`config.mk`:
```
export PLATFORM = sky130hd
export DESIGN_NAME = fixed_float_converter_pipe
export DESIGN_NICKNAME = d
export VERILOG_FILES = /design/src/rtl/fixed_float_converter_pipe_pkg.sv /design/src/rtl/fixed_float_converter_pipe_lod.sv /design/src/rtl/fixed_float_converter_pipe.sv
export SDC_FILE = /design/constraint.sdc
export NUM_CORES = 1
export LEC_CHECK = 0
export BUFFER_PORTS_ARGS = -buffer_cell sky130_fd_sc_hd__buf_2
export CAP_MARGIN = 20
export CORE_MARGIN = 3
export CORE_UTILIZATION = 45
export DETAILED_ROUTE_END_ITERATION = 6
export GPL_TIMING_DRIVEN = 0
export PLACE_DENSITY = 0.73
export SKIP_CTS_REPAIR_TIMING = 1
export SLEW_MARGIN = 10
export SYNTH_ARGS = -nofsm -noshare
export SYNTH_HDL_FRONTEND = slang
export SYNTH_SLANG_ARGS = --single-unit
export TNS_END_PERCENT = 10
```
`constraint.sdc`:
```
create_clock -name clk -period 4.35 [get_ports clk]
set_clock_uncertainty 0.2 [all_clocks]
set_input_delay 1.305 -clock clk [delete_from_list [all_inputs] [get_ports clk]]
set_output_delay 1.305 -clock clk [all_outputs]
set_load 0.01 [all_outputs]
```
`src/rtl/fixed_float_converter_pipe_pkg.sv`:
```
// ---------------------------------------------------------------------------
// fixed_float_pkg
//   Shared constants, operand classification type and the rounding helper
//   for the fixed-point <-> IEEE-754 single-precision converter pipeline.
// ---------------------------------------------------------------------------
package fixed_float_pkg;

    localparam int   FLT_BIAS     = 127;
    localparam int   EXP_W        = 8;
    localparam int   MAN_W        = 23;

    localparam logic OP_FLT2FIX   = 1'b1;
    localparam logic OP_FIX2FLT   = 1'b0;

    localparam int   FLG_INEXACT  = 0;
    localparam int   FLG_OVERFLOW = 1;
    localparam int   FLG_INVALID  = 2;

    localparam int   RND_TRUNC    = 0;
    localparam int   RND_RNE      = 1;

    // float->fixed alignment field: 40 integer bits above 40 fraction bits.
    // The 24-bit significand is shifted left by (exp + pos - SA_OFS); shifts
    // above SA_MAX can only saturate, negative shifts leave only sticky bits.
    localparam int   WIDE_FRAC    = 40;
    localparam int   WIDE_W       = 2 * WIDE_FRAC;
    localparam int   SA_OFS       = FLT_BIAS + MAN_W - WIDE_FRAC;
    localparam int   SA_MAX       = 49;

    typedef enum logic [2:0] {
        CLS_NORM = 3'd0,   // ordinary value, goes through shift/round
        CLS_ZERO = 3'd1,   // exact zero
        CLS_NAN  = 3'd2,
        CLS_INF  = 3'd3,
        CLS_BIG  = 3'd4,   // magnitude certainly beyond any fixed range
        CLS_TINY = 3'd5    // denormal or magnitude below half an LSB: 0, inexact
    } cls_e;

    // Decide whether the kept value must be incremented by one LSB.
    function automatic logic round_up(input int mode, input logic lsb,
                                      input logic guard, input logic sticky);
        if (mode == RND_RNE) begin
            return guard & (sticky | lsb);
        end else begin
            return 1'b0;
        end
    endfunction

endpackage

```
`src/rtl/fixed_float_converter_pipe_lod.sv`:
```
// ---------------------------------------------------------------------------
// leading_one_detector
//   Combinational index of the most significant set bit.
//   Ports: data    - input word
//          msb_idx - index of highest '1' (0 when data is zero)
//          zero    - data is all zeros
// ---------------------------------------------------------------------------
module leading_one_detector #(
    parameter int WIDTH = 32
) (
    input  logic [WIDTH-1:0]         data,
    output logic [$clog2(WIDTH)-1:0] msb_idx,
    output logic                     zero
);

    localparam int IDX_W = $clog2(WIDTH);

    // Priority scan from LSB upward so the last hit is the most significant one
    always_comb begin
        msb_idx = '0;
        zero    = 1'b1;
        for (int i = 0; i < WIDTH; i++) begin
            if (data[i]) begin
                msb_idx = IDX_W'(i);
                zero    = 1'b0;
            end else begin
                msb_idx = msb_idx;
                zero    = zero;
            end
        end
    end

endmodule

```
`src/rtl/fixed_float_converter_pipe.sv`:
```
// ---------------------------------------------------------------------------
// fixed_float_converter_pipe
//   Three-stage bidirectional fixed-point <-> IEEE-754 single converter with
//   valid/ready flow control. S1 unpack/classify, S2 leading-one detect and
//   barrel shift, S3 round/pack/saturate into the output registers.
//   Ports: clk, rst (async, active low)
//          in_valid/in_ready, opcode (1 = float->fixed), fixpointpos,
//          targetnumber            - operand side
//          out_valid/out_ready, result, flags {invalid, overflow, inexact}
//                                  - result side
// ---------------------------------------------------------------------------
module fixed_float_converter_pipe
    import fixed_float_pkg::*;
#(
    parameter int FIX_W    = 32,
    parameter int POS_W    = 5,
    parameter int RND_MODE = 1
) (
    input  logic             clk,
    input  logic             rst,
    input  logic             in_valid,
    output logic             in_ready,
    input  logic             opcode,
    input  logic [POS_W-1:0] fixpointpos,
    input  logic [31:0]      targetnumber,
    output logic             out_valid,
    input  logic             out_ready,
    output logic [31:0]      result,
    output logic [2:0]       flags
);

    localparam logic [40:0] POS_LIM = (41'd1 << (FIX_W - 1)) - 41'd1;
    localparam logic [40:0] NEG_LIM = (41'd1 << (FIX_W - 1));
    localparam logic [31:0] SAT_POS = POS_LIM[31:0];
    localparam logic [31:0] SAT_NEG = ~SAT_POS;

    // ---------------- flow control ----------------
    logic advance_s;
    logic s1_valid_r, s2_valid_r, out_valid_r;
    logic [31:0] result_r;
    logic [2:0]  flags_r;

    assign advance_s = ~out_valid_r | out_ready;
    assign in_ready  = advance_s;
    assign out_valid = out_valid_r;
    assign result    = result_r;
    assign flags     = flags_r;

    // ---------------- S1: unpack / classify ----------------
    logic [FIX_W-1:0] fix_val_s, fix_neg_s;
    logic [EXP_W-1:0] f_exp_s;
    logic [MAN_W-1:0] f_man_s;
    logic [10:0]      sa_s;
    logic             s1_sign_s;
    logic [31:0]      s1_mag_s;
    cls_e             s1_cls_s;

    logic             s1_op_r, s1_sign_r;
    logic [POS_W-1:0] s1_pos_r;
    logic [31:0]      s1_mag_r;
    logic [5:0]       s1_sa_r;
    cls_e             s1_cls_r;

    // Split operand into sign/magnitude and classify float specials
    always_comb begin
        fix_val_s = targetnumber[FIX_W-1:0];
        fix_neg_s = ~fix_val_s + FIX_W'(1'b1);
        f_exp_s   = targetnumber[30:23];
        f_man_s   = targetnumber[22:0];
        sa_s      = 11'(f_exp_s) + 11'(fixpointpos) - 11'(SA_OFS);
        s1_sign_s = 1'b0;
        s1_mag_s  = 32'd0;
        s1_cls_s  = CLS_NORM;
        if (opcode == OP_FIX2FLT) begin
            // two's-complement negate also yields 2^(FIX_W-1) for the most negative input
            s1_sign_s = fix_val_s[FIX_W-1];
            s1_mag_s  = fix_val_s[FIX_W-1] ? 32'(fix_neg_s) : 32'(fix_val_s);
            s1_cls_s  = CLS_NORM;
        end else begin
            s1_sign_s = targetnumber[31];
            s1_mag_s  = {8'd0, 1'b1, f_man_s};
            if (f_exp_s == 8'hFF) begin
                s1_cls_s = (f_man_s != 23'd0) ? CLS_NAN : CLS_INF;
            end else if (f_exp_s == 8'h00) begin
                s1_cls_s = (f_man_s != 23'd0) ? CLS_TINY : CLS_ZERO;
            end else if (sa_s[10]) begin
                s1_cls_s = CLS_TINY;
            end else if (sa_s > 11'(SA_MAX)) begin
                s1_cls_s = CLS_BIG;
            end else begin
                s1_cls_s = CLS_NORM;
            end
        end
    end

    // S1 operand registers
    always_ff @(posedge clk or negedge rst) begin
        if (!rst) begin
            s1_op_r   <= 1'b0;
            s1_sign_r <= 1'b0;
            s1_pos_r  <= '0;
            s1_mag_r  <= 32'd0;
            s1_sa_r   <= 6'd0;
            s1_cls_r  <= CLS_NORM;
        end else if (advance_s) begin
            s1_op_r   <= opcode;
            s1_sign_r <= s1_sign_s;
            s1_pos_r  <= fixpointpos;
            s1_mag_r  <= s1_mag_s;
            s1_sa_r   <= sa_s[5:0];
            s1_cls_r  <= s1_cls_s;
        end else begin
            s1_op_r   <= s1_op_r;
            s1_sign_r <= s1_sign_r;
            s1_pos_r  <= s1_pos_r;
            s1_mag_r  <= s1_mag_r;
            s1_sa_r   <= s1_sa_r;
            s1_cls_r  <= s1_cls_r;
        end
    end

    // ---------------- S2: leading-one detect + barrel shift ----------------
    logic [$clog2(FIX_W)-1:0] lod_idx_s;
    logic                     lod_zero_s;
    logic [5:0]               sh_fix_s;
    logic [31:0]              norm_s;
    logic [WIDE_W-1:0]        wide_s;
    logic [39:0]              s2_hi_s;
    logic                     s2_g_s, s2_st_s;
    cls_e                     s2_cls_s;

    logic                     s2_op_r, s2_sign_r, s2_g_r, s2_st_r;
    logic [39:0]              s2_hi_r;
    logic [EXP_W-1:0]         s2_exp_r;
    cls_e                     s2_cls_r;

    leading_one_detector #(.WIDTH(FIX_W)) u_lod (
        .data    (s1_mag_r[FIX_W-1:0]),
        .msb_idx (lod_idx_s),
        .zero    (lod_zero_s)
    );

    // Normalise (fixed->float) or align (float->fixed) and split kept/guard/sticky bits
    always_comb begin
        sh_fix_s = 6'd31 - 6'(lod_idx_s);
        norm_s   = s1_mag_r << sh_fix_s;
        wide_s   = WIDE_W'(s1_mag_r[23:0]) << s1_sa_r;
        s2_hi_s  = 40'd0;
        s2_g_s   = 1'b0;
        s2_st_s  = 1'b0;
        s2_cls_s = s1_cls_r;
        if (s1_op_r == OP_FIX2FLT) begin
            // hidden bit lands in s2_hi_s[23], mantissa in [22:0]
            s2_hi_s  = {16'd0, norm_s[31:8]};
            s2_g_s   = norm_s[7];
            s2_st_s  = |norm_s[6:0];
            s2_cls_s = lod_zero_s ? CLS_ZERO : CLS_NORM;
        end else begin
            s2_hi_s  = wide_s[WIDE_W-1:WIDE_FRAC];
            s2_g_s   = wide_s[WIDE_FRAC-1];
            s2_st_s  = |wide_s[WIDE_FRAC-2:0];
            s2_cls_s = s1_cls_r;
        end
    end

    // S2 shifted-operand registers
    always_ff @(posedge clk or negedge rst) begin
        if (!rst) begin
            s2_op_r   <= 1'b0;
            s2_sign_r <= 1'b0;
            s2_g_r    <= 1'b0;
            s2_st_r   <= 1'b0;
            s2_hi_r   <= 40'd0;
            s2_exp_r  <= 8'd0;
            s2_cls_r  <= CLS_NORM;
        end else if (advance_s) begin
            s2_op_r   <= s1_op_r;
            s2_sign_r <= s1_sign_r;
            s2_g_r    <= s2_g_s;
            s2_st_r   <= s2_st_s;
            s2_hi_r   <= s2_hi_s;
            // always in 96..158, so modular 8-bit arithmetic is exact
            s2_exp_r  <= 8'(FLT_BIAS) + 8'(lod_idx_s) - 8'(s1_pos_r);
            s2_cls_r  <= s2_cls_s;
        end else begin
            s2_op_r   <= s2_op_r;
            s2_sign_r <= s2_sign_r;
            s2_g_r    <= s2_g_r;
            s2_st_r   <= s2_st_r;
            s2_hi_r   <= s2_hi_r;
            s2_exp_r  <= s2_exp_r;
            s2_cls_r  <= s2_cls_r;
        end
    end

    // ---------------- S3: round / pack / saturate ----------------
    logic        ru_s;
    logic [30:0] body_s;
    logic [40:0] mag_s;
    logic        ovf_s;
    logic [31:0] result_s;
    logic [2:0]  flags_s;

    // Round, then pack the float or range-check and saturate the fixed result
    always_comb begin
        ru_s     = round_up(RND_MODE, s2_hi_r[0], s2_g_r, s2_st_r);
        // mantissa carry-out propagates straight into the exponent field
        body_s   = {s2_exp_r, s2_hi_r[22:0]} + 31'(ru_s);
        mag_s    = {1'b0, s2_hi_r} + 41'(ru_s);
        ovf_s    = s2_sign_r ? (mag_s > NEG_LIM) : (mag_s > POS_LIM);
        result_s = 32'd0;
        flags_s  = 3'b000;
        if (s2_op_r == OP_FIX2FLT) begin
            if (s2_cls_r == CLS_ZERO) begin
                result_s = 32'd0;
            end else begin
                result_s               = {s2_sign_r, body_s};
                flags_s[FLG_INEXACT]   = s2_g_r | s2_st_r;
            end
        end else begin
            case (s2_cls_r)
                CLS_NAN: begin
                    flags_s[FLG_INVALID]  = 1'b1;
                end
                CLS_INF, CLS_BIG: begin
                    result_s              = s2_sign_r ? SAT_NEG : SAT_POS;
                    flags_s[FLG_OVERFLOW] = 1'b1;
                end
                CLS_TINY: begin
                    flags_s[FLG_INEXACT]  = 1'b1;
                end
                CLS_NORM: begin
                    flags_s[FLG_INEXACT]  = s2_g_r | s2_st_r;
                    if (ovf_s) begin
                        result_s              = s2_sign_r ? SAT_NEG : SAT_POS;
                        flags_s[FLG_OVERFLOW] = 1'b1;
                    end else begin
                        result_s = s2_sign_r ? (32'd0 - mag_s[31:0]) : mag_s[31:0];
                    end
                end
                default: begin
                    result_s = 32'd0;
                end
            endcase
        end
    end

    // Stage valids and output holding registers; everything freezes on stall
    always_ff @(posedge clk or negedge rst) begin
        if (!rst) begin
            s1_valid_r  <= 1'b0;
            s2_valid_r  <= 1'b0;
            out_valid_r <= 1'b0;
            result_r    <= 32'd0;
            flags_r     <= 3'b000;
        end else if (advance_s) begin
            s1_valid_r  <= in_valid;
            s2_valid_r  <= s1_valid_r;
            out_valid_r <= s2_valid_r;
            if (s2_valid_r) begin
                result_r <= result_s;
                flags_r  <= flags_s;
            end else begin
                result_r <= result_r;
                flags_r  <= flags_r;
            end
        end else begin
            s1_valid_r  <= s1_valid_r;
            s2_valid_r  <= s2_valid_r;
            out_valid_r <= out_valid_r;
            result_r    <= result_r;
            flags_r     <= flags_r;
        end
    end

endmodule

```
==> flow_summary.ini, run 1 <==
[cells_and_area]
final_nets = 1884
fillCellCount = 2896
mostFrequentLayoutCells = nand2_1, nor2_1, o21ai_0, dfrtp_1, a21oi_1
fin_util_pct = 52.1
layout-drive-gt1-share_pct = 13.8
syn2layout_area_growth_pct = 13.6
final_common_cell = nand2_1
n_antenna_cell = 0

[global_route]
antenna_found_initial = 1
grt_pass1_vias = 13700
grt_usage_pct = 32.6
grt.overflow.total = 0
grt_pass1_wl_um = 79900
grt_max_degree = 102

[synthesis]
ys_ff_latch = 141
synth_ff_type = dfrtp_1
netlist_instances = 1721
yosysWarningCount = 0
synth-edff-count = 0
synth_area_um2 = 13200
synth_cell_types = 83
yosysSeqAreaShare_pct = 26.6
syn-mean-instance-area_um2 = 7.70
syn_nets = 1785
ys_async_sr_fraction_pct = 100

[critical_path]
r2r_start = s2_hi_r[8]$_DFFE_PN0N_
cp.arrival_ns = 4.54
worstSetupPathType = reg2reg
reg2reg_depth = 14
crit_path_end_kind = register
required_ns = 4.53
startpoint_type = register
r2r-end = result[6]$_DFFE_PN0P_
rrSetupSlack_ns = -0.01
path_max_fanout = 10

[die]
core_um2 = 28900
dieHeight_um = 178
initial_core_util_pct = 45.9
rows = 62
boundaryPins = 79
fp.dieW_um = 178
die_area_um2 = 31500

[place]
port_buffers = 78
gp_congestion = 1.03
place_hpwl_um = 40300

[drt]
first_iter_violations = 1757
routed_via_density = 6.58
ant_nets = 0
drt-total-wl_um = 51800
drt-pass1-iter-count = 7
vias = 14600
drc = 1
wl_per_cell_um = 23.4

[sta]
finalHoldViolations = 0
fin_crit_ns = 4.36
tightestPinTransition_ns = 0.956
rsz0062_at_grt = true
relSlewSlack_pct = 36.3
setup_viol = 4
min_period_over_period_pct = 100
fmax_ghz = 0.229
drv_slew = 0
setup_slack_ns = -0.0102

[min_path]
min_path_type = reg2reg
hp-start = s1_valid_r$_DFFE_PN0N_
hold_end = s2_valid_r$_DFFE_PN0N_
holdPathStages = 2

[cts]
htreeDepth = 4
clock_sinks = 141
clk_pin_slew_ns = 0.08
numCtsBuffers = 17
clkLatencyLatePin_ns = 0.45
clk_path_buf_depth = 2
root_buffer = clkbuf_16
cts_tree = done

[pwr]
power_mw = 11.1
leakage_nw = 6.02
p_per_area_nw_per_um2 = 736
ir_drop_v = 0.000348

[status]
outcome = finished, violations left
violations = design-rule violations, negative setup slack

[job]
drv_cap = 0
-- state kept, by name (all words and copies together) (netlist names), 3 cells and up --
signal,cells
flags,3
result,32
s1_cls_r,3
s1_mag_r,32
s1_pos_r,5
s1_sa_r,6
s2_cls_r,3
s2_exp_r,8
s2_hi_r,40
-- synthesized netlist by cell type (all sizes together) (16+ instances only) --
| library cell | count | area share, % |
|---|---|---|
| a21oi | 92 | 3.5 |
| a221oi | 20 | 1.3 |
| a31oi | 26 | 1.2 |
| and2 | 25 | 1.2 |
| buf | 42 | 1.5 |
| clkbuf | 93 | 2.6 |
| dfrtp | 141 | 27 |
| ha | 20 | 1.9 |
| inv | 49 | 1.4 |
| mux2 | 26 | 2.2 |
| mux2i | 54 | 4.1 |
| mux4 | 24 | 4.1 |
| nand2 | 244 | 6.9 |
| nand2b | 18 | 0.85 |
| nand3 | 53 | 2.0 |
| nand4 | 27 | 1.5 |
| nor2 | 151 | 4.3 |
| nor3 | 30 | 1.1 |
| nor4 | 37 | 2.1 |
| o21a | 16 | 0.91 |
| o21ai | 158 | 6.0 |
| o22ai | 30 | 1.4 |
| o31ai | 23 | 1.3 |
| xnor2 | 48 | 3.2 |
| xor2 | 33 | 2.2 |
-- layer usage --
layer | global-route usage [%] | part of all wire (%) | vias up
li1 | - | - | 6556
met1 | 41.9 | 40 | 7030
met2 | 53.6 | 46 | 806
met3 | 4.66 | 7.7 | 190
met4 | 16.4 | 5.6 | 2
met5 | 0 | 0.039 | -
-- worst max-delay path, stage by stage, from the launching register on --
cell and delay [ns]:
dfrtp_1 0.33, clkbuf_1 0.36, nand4_1 0.28, or4_1 0.45, buf_2 0.20, buf_6 0.17
o31a_1 0.33, nor4_4 0.31, nand4b_1 0.22, or4_1 0.51, a211o_1 0.30, a21oi_2 0.15
buf_4 0.20, nand3_1 0.10, a31oi_1 0.19
-- power breakdown --
group | internal (mW) | total [mW] | switching [mW]
combinational | 2.56 | 7.23 | 4.67
sequential | 1.78 | 2.29 | 0.510
clock | 0.839 | 1.56 | 0.722
-- final cells by class --
type	instances	area (um2)	share of cell area, %
repair buffers	86	480	3.19
well taps	384	480	3.19
inverters	52	199	1.32
clock inverters	14	170	1.13
plain buffers	129	556	3.69
flip-flops and latches	141	3530	23.4
clock buffers	18	439	2.92
multi-input cells	1393	9200	61.1
-- how the worst max path moves through the flow --
| stage | start | to | cells past startpoint |
|---|---|---|---|
| floorplan | s2_st_r$_DFFE_PN0N_ | result[31]$_DFFE_PN0P_ | 13 |
| global placement | s1_mag_r[2]$_DFFE_PN0N_ | s2_exp_r[7]$_DFFE_PN0N_ | 16 |
| detailed placement | s1_mag_r[2]$_DFFE_PN0N_ | s2_exp_r[7]$_DFFE_PN0N_ | 16 |
| CTS | s1_mag_r[2]$_DFFE_PN0N_ | s2_exp_r[7]$_DFFE_PN0N_ | 16 |
| global route | s2_st_r$_DFFE_PN0N_ | result[14]$_DFFE_PN0P_ | 15 |
| finish | s2_hi_r[8]$_DFFE_PN0N_ | result[6]$_DFFE_PN0P_ | 14 |
-- through the flow --
stage	instance area, um2	hold slack [ns]	instances	TNS, ns	worst slack, ns
2_1_floorplan	13200	0.239	1721	0	0.399
3_3_place_gp	14100	0.253	2183	-68.27	-0.896
3_5_place_dp	14200	0.258	2184	-26.12	-0.979
4_1_cts	14800	0.276	2216	-27.40	-0.997
5_1_grt	15000	0.311	2217	-2.40	-0.153
6_report	15000	0.276	2217	-0.0363	-0.0102
-- logic make-up (layout without fill, tap and decap cells) --
kind of cell | after synthesis | after routing | share of synthesized area, %
buf+inv | 187 | 299 | 5.58
mux | 104 | 104 | 10.4
compound gates | 515 | 515 | 25.3
fa+ha+maj | 22 | 22 | 2.19
simple gates | 671 | 671 | 24.6
xor+xnor | 81 | 81 | 5.36
flops | 141 | 141 | 26.6
Note: power is estimated with default switching activity, not from simulation.
==> inputs of run 2 (changes only) <==
REMOVE_ABC_BUFFERS = 1   (was default)
==> run 2 against run 1 <==
  * Fmax increased by 3.5%
  * Register-to-register slack improved by 0.15 ns
  * Sequential cell count did not move
  * Final area decreased by 1.7%
  * The flow now finishes without violations
  * Worst setup slack improved by 0.15 ns
  * Via count down 6.5%
  * Sequential power increased by 20%
  * Core utilization shrank 0.90 points
  * Critical endpoint is now result[13]$_DFFE_PN0P_
  * Count of clock-buffer cells in the layout is 1 higher
  * Sequential share of layout area rose by 0.48 points
==> flow_summary.ini, run 2 (synthesis results as in run 1) <==
[critical_path]
rrSetupSlack_ns = 0.14
crit_family = simple AND/OR/NAND/NOR gates
path_cells = nand4_4, nor4_4, mux2_2, o21a_1, or3_4, or4_1, a211o_1, a21oi_4, buf_12, o21ai_2, a31oi_1
startpoint_type = register
crit_path_end_kind = register
cp_slowest_cell = dfrtp_1
required_ns = 4.51
critPathMaxStageDelay_ns = 0.57
cp.arrival_ns = 4.37
crit_path_start = s2_hi_r[5]$_DFFE_PN0N_
worstSetupPathType = reg2reg
r2r_start = s2_hi_r[5]$_DFFE_PN0N_
path_max_fanout = 15
path_buf_inv = 1

[min_path]
min_path_type = reg2reg
hp-start = s1_valid_r$_DFFE_PN0N_

[sta]
finalHoldViolations = 0
relSlewSlack_pct = 30.0
drv_slew = 0
min_period_over_period_pct = 96.9
fin_crit_ns = 4.21
tightestPinTransition_ns = 1.05
hold_slack_ns = 0.282
fin_tns_setup_ns = 0
fmax_ghz = 0.237
rsz0062_at_grt = true
setup_viol = 0

[cells_and_area]
final_common_cell = nand2_1
top_register = s2_hi_r
regArea_um2 = 3540
fillCellCount = 2791
syn2layout_area_growth_pct = 11.6
n_antenna_cell = 0
largest_reg_flops = 40
mostFrequentLayoutCells = nand2_1, nor2_1, o21ai_0, dfrtp_1, a21oi_1
layout-drive-gt1-share_pct = 14.6
multiInputGateArea_um2 = 9240
final_nets = 1776

[drt]
wl_per_cell_um = 20.8
drt-total-wl_um = 43900
drc = 0
highest_layer = met4
first_iter_violations = 1579
route.met2.wl_um = 20700
ant_nets = 0
wl_met1_um = 18600
routed_via_density = 6.47
dr_wl_met3_um = 3090
drt-pass1-iter-count = 7
vias = 13600

[cts]
clk_path_buf_depth = 2
numCtsBuffers = 17
root_buffer = clkbuf_16
clk_pin_slew_ns = 0.07
htreeDepth = 4
cts_tree = done
clkLatencyLatePin_ns = 0.43
clock_sinks = 141

[global_route]
grt_usage_pct = 26.8
antenna_found_initial = 0
grt.overflow.total = 0
grt_pass1_wl_um = 68000
grt_max_degree = 109
grt_pass1_vias = 12300

[job]
drv_cap = 0

[pwr]
power_mw = 10.6
ir_drop_v = 0.000310
leakage_nw = 5.87
p_per_area_nw_per_um2 = 715

[place]
place_hpwl_um = 31800
gp_congestion = 1.02
port_buffers = 78

[die]
initial_core_util_pct = 45.9
dieHeight_um = 178
rows = 62
core_um2 = 28900
boundaryPins = 79
fp.dieW_um = 178
die_area_um2 = 31500

[status]
outcome = finished, final reports clean
[run 2: cell count changes in the layout (fill, tap and decap cells not counted), sizes merged]
cell	previous run	this run
a211o	10	11
buf	118	103
clkinvlp	2	4
inv	57	55
nor2b	15	16
a21oi	92	93
clkbuf	115	19
[run 2: through the flow]
stage / setup slack (ns) / utilization, % / cell area [um2] / instances
after global routing: -0.0293 / 51.2 / 14800 / 2109
after CTS: -0.897 / 49.6 / 14300 / 2087
after floorplan: -6.20 / - / 12700 / 1586
final: 0.135 / 51.2 / 14800 / 2109
after detailed placement: -1.30 / 47.6 / 13700 / 2055
after global placement: -10.63 / 47.0 / 13600 / 2048
[run 2: routing by layer]
metal,vias up,track usage [%]
met1,6523,36.5
met5,-,0
li1,6329,-
met4,0,8.44
met2,673,44.3
met3,113,3.40
[run 2: worst min-delay path, stage by stage, from the launching register on]
cell and delay (ns):
dfrtp_1 0.35, nand2_1 0.05, nand2_1 0.05
[run 2: report_power, final]
| part | switching [mW] | internal [mW] | leakage, nW |
|---|---|---|---|
| combinational | 3.76 | 2.58 | 3.84 |
| clock | 0.660 | 0.830 | 0.283 |
| sequential | 0.974 | 1.78 | 1.74 |
[run 2: final cells by class]
cell class	instances	area share, %
clock buffer	19	3.06
clock inverter	13	0.863
inverter	52	1.40
multi-input combinational	1396	62.5
sequential	141	23.9
tap	384	3.25
timing repair buffer	103	4.99
timing repair inverter	1	0.0338
[run 2: final timing paths]
kind                            depth (start not counted)                endpoint
worst max register to register                         11  result[13]$_DFFE_PN0P_
worst min-delay path                                    2  s2_valid_r$_DFFE_PN0N_
worst max-delay path                                   11  result[13]$_DFFE_PN0P_
max in group asynchronous                               2  s1_sa_r[0]$_DFFE_PN0N_
worst min register to register                          2  s2_valid_r$_DFFE_PN0N_
min in group asynchronous                               1   result[5]$_DFFE_PN0P_
==> inputs of run 3 (changes only) <==
CTS_BUF_LIST = sky130_fd_sc_hd__clkbuf_2 sky130_fd_sc_hd__clkbuf_4 sky130_fd_sc_hd__clkbuf_8   (was default)
==> run 3 against run 2 <==
  * Clock power is 26% lower
  * Via count shrank 0.12%
  * Sequential power about the same
  * Highest routed layer unchanged
==> flow_summary.ini, run 3 (synthesis results as in run 1) <==
[critical_path]
reg2reg_depth = 14
critPathMaxStageDelay_ns = 0.55
path_max_fanout = 13
path_buf_inv = 1
path_cells = o21a_1, ha_4, ha_4, nand4_1, nor4_4, xor2_1, a211oi_2, nand4_1, buf_4, or4_1, a211o_1, a21oi_4, o21ai_2, a31oi_1
crit_family = compound AO/OA/AOI/OAI gates
crit_path_end_kind = register
r2r_start = s2_hi_r[0]$_DFFE_PN0N_
worstSetupPathType = reg2reg
startpoint_type = register
cp_slowest_cell = or4_1
rrSetupSlack_ns = 0.10
r2r-end = result[13]$_DFFE_PN0P_
required_ns = 4.53
cp.arrival_ns = 4.43

[global_route]
met2_usage_pct = 44.1
met1_usage_pct = 36.4
busiest_layer = met2
grt_pass1_wl_um = 67700
antenna_found_initial = 0
grt_max_degree = 109
grtUsageMet3_pct = 3.57
grt_usage_pct = 26.6
grt_pass1_vias = 12300
grt.overflow.total = 0

[cells_and_area]
syn2layout_area_growth_pct = 9.66
final_nets = 1769
multiInputGateArea_um2 = 9250
fin_cells = 2102
fillCellCount = 2843
n_antenna_cell = 0
regArea_um2 = 3540
fin_util_pct = 50.3
mostFrequentLayoutCells = nand2_1, nor2_1, o21ai_0, dfrtp_1, a21oi_1
largest_reg_flops = 40
fin_area_um2 = 14500
layout-drive-gt1-share_pct = 14.3
final_common_cell = nand2_1
top_register = s2_hi_r

[sta]
tightestPinTransition_ns = 1.07
setup_viol = 0
finalHoldViolations = 0
relSlewSlack_pct = 28.8
fin_crit_ns = 4.25
fmax_ghz = 0.235
drv_slew = 0
rsz0062_at_grt = true
hold_slack_ns = 0.285
min_period_over_period_pct = 97.6

[place]
port_buffers = 78
dpl_cell_area_um2 = 13700
gp_congestion = 1.02
place_hpwl_um = 31800
dp_cells = 2055

[cts]
clock_sinks = 141
cts_tree = done
clk_pin_slew_ns = 0.09
root_buffer = clkbuf_8
clkLatencyLatePin_ns = 0.46
clk_path_buf_depth = 2
htreeDepth = 4
numCtsBuffers = 17

[die]
initial_core_util_pct = 45.9
dieHeight_um = 178
boundaryPins = 79
rows = 62
die_area_um2 = 31500
fp.dieW_um = 178
core_um2 = 28900

[drt]
wl_per_cell_um = 20.8
drt-pass1-iter-count = 6
vias = 13600
first_iter_violations = 1592
ant_nets = 0
drc = 0
drt-total-wl_um = 43600
routed_via_density = 6.48

[min_path]
min_path_type = reg2reg
hold_end = s2_valid_r$_DFFE_PN0N_
hp-start = s1_valid_r$_DFFE_PN0N_
holdPathStages = 2

[pwr]
leakage_nw = 5.73
p_per_area_nw_per_um2 = 699
ir_drop_v = 0.000283

[job]
drv_cap = 0

[status]
outcome = finished, final reports clean
-- run 3: cell types whose count changed in the layout (fill, tap and decap cells not counted), moves of 2 or more --
cell / before / now
buf_4: 14 / 8
clkbuf_8: 2 / 19
clkbuf_16: 17 / 0
buf_12: 6 / 4
-- run 3: per-layer routing --
layer  part of all wire, %  wire [um]
met1                    42      18500
met2                    47      20400
met3                   7.7       3340
met4                   3.3       1440
met5                     0          0
-- run 3: worst reg2reg max path: stages, from the launching register on --
cell      delay [ns]
dfrtp_1         0.44
o21a_1          0.19
ha_4            0.21
ha_4            0.24
nand4_1         0.25
nor4_4          0.28
xor2_1          0.16
a211oi_2        0.30
nand4_1         0.14
buf_4           0.20
or4_1           0.55
a211o_1         0.41
a21oi_4         0.28
o21ai_2         0.16
a31oi_1         0.18
-- run 3: final cells by class --
cell class | instances | share of cell area [%]
multi-input cells | 1397 | 63.7
flip-flops and latches | 141 | 24.4
repair buffers | 95 | 4.50
well taps | 384 | 3.31
clock buffers | 19 | 1.80
inverters | 52 | 1.42
clock inverters | 13 | 0.878
repair inverters | 1 | 0.0345
-- run 3: worst max path at each step --
stage / from / to / slack (ns) / depth (start not counted)
global placement: out_ready / result[13]$_DFFE_PN0P_ / -10.63 / 10
detailed placement: out_ready / result[2]$_DFFE_PN0P_ / -1.30 / 12
global route: s2_hi_r[0]$_DFFE_PN0N_ / result[13]$_DFFE_PN0P_ / -0.06 / 14
finish: s2_hi_r[0]$_DFFE_PN0N_ / result[13]$_DFFE_PN0P_ / 0.10 / 14
floorplan: out_ready / result[13]$_DFFE_PN0P_ / -6.20 / 9
CTS: s2_st_r$_DFFE_PN0N_ / result[0]$_DFFE_PN0P_ / -0.94 / 13
-- run 3: power by group --
part / total (mW) / switching, mW / internal, mW / leakage, nW
Sequential: 2.75 / 0.972 / 1.78 / 1.74
Combinational: 6.31 / 3.77 / 2.54 / 3.80
Clock: 1.10 / 0.607 / 0.495 / 0.195
Total: 10.2 / 5.35 / 4.81 / 5.73
-- run 3: per-stage QoR --
stage	TNS, ns	total power [mW]	worst slack (ns)
global route	-0.351	10.8	-0.0569
CTS	-31.59	9.68	-0.942
global placement	-1031.08	8.44	-10.63
finish	0	10.2	0.104
floorplan	-522.98	6.65	-6.20
detailed placement	-35.53	8.55	-1.30
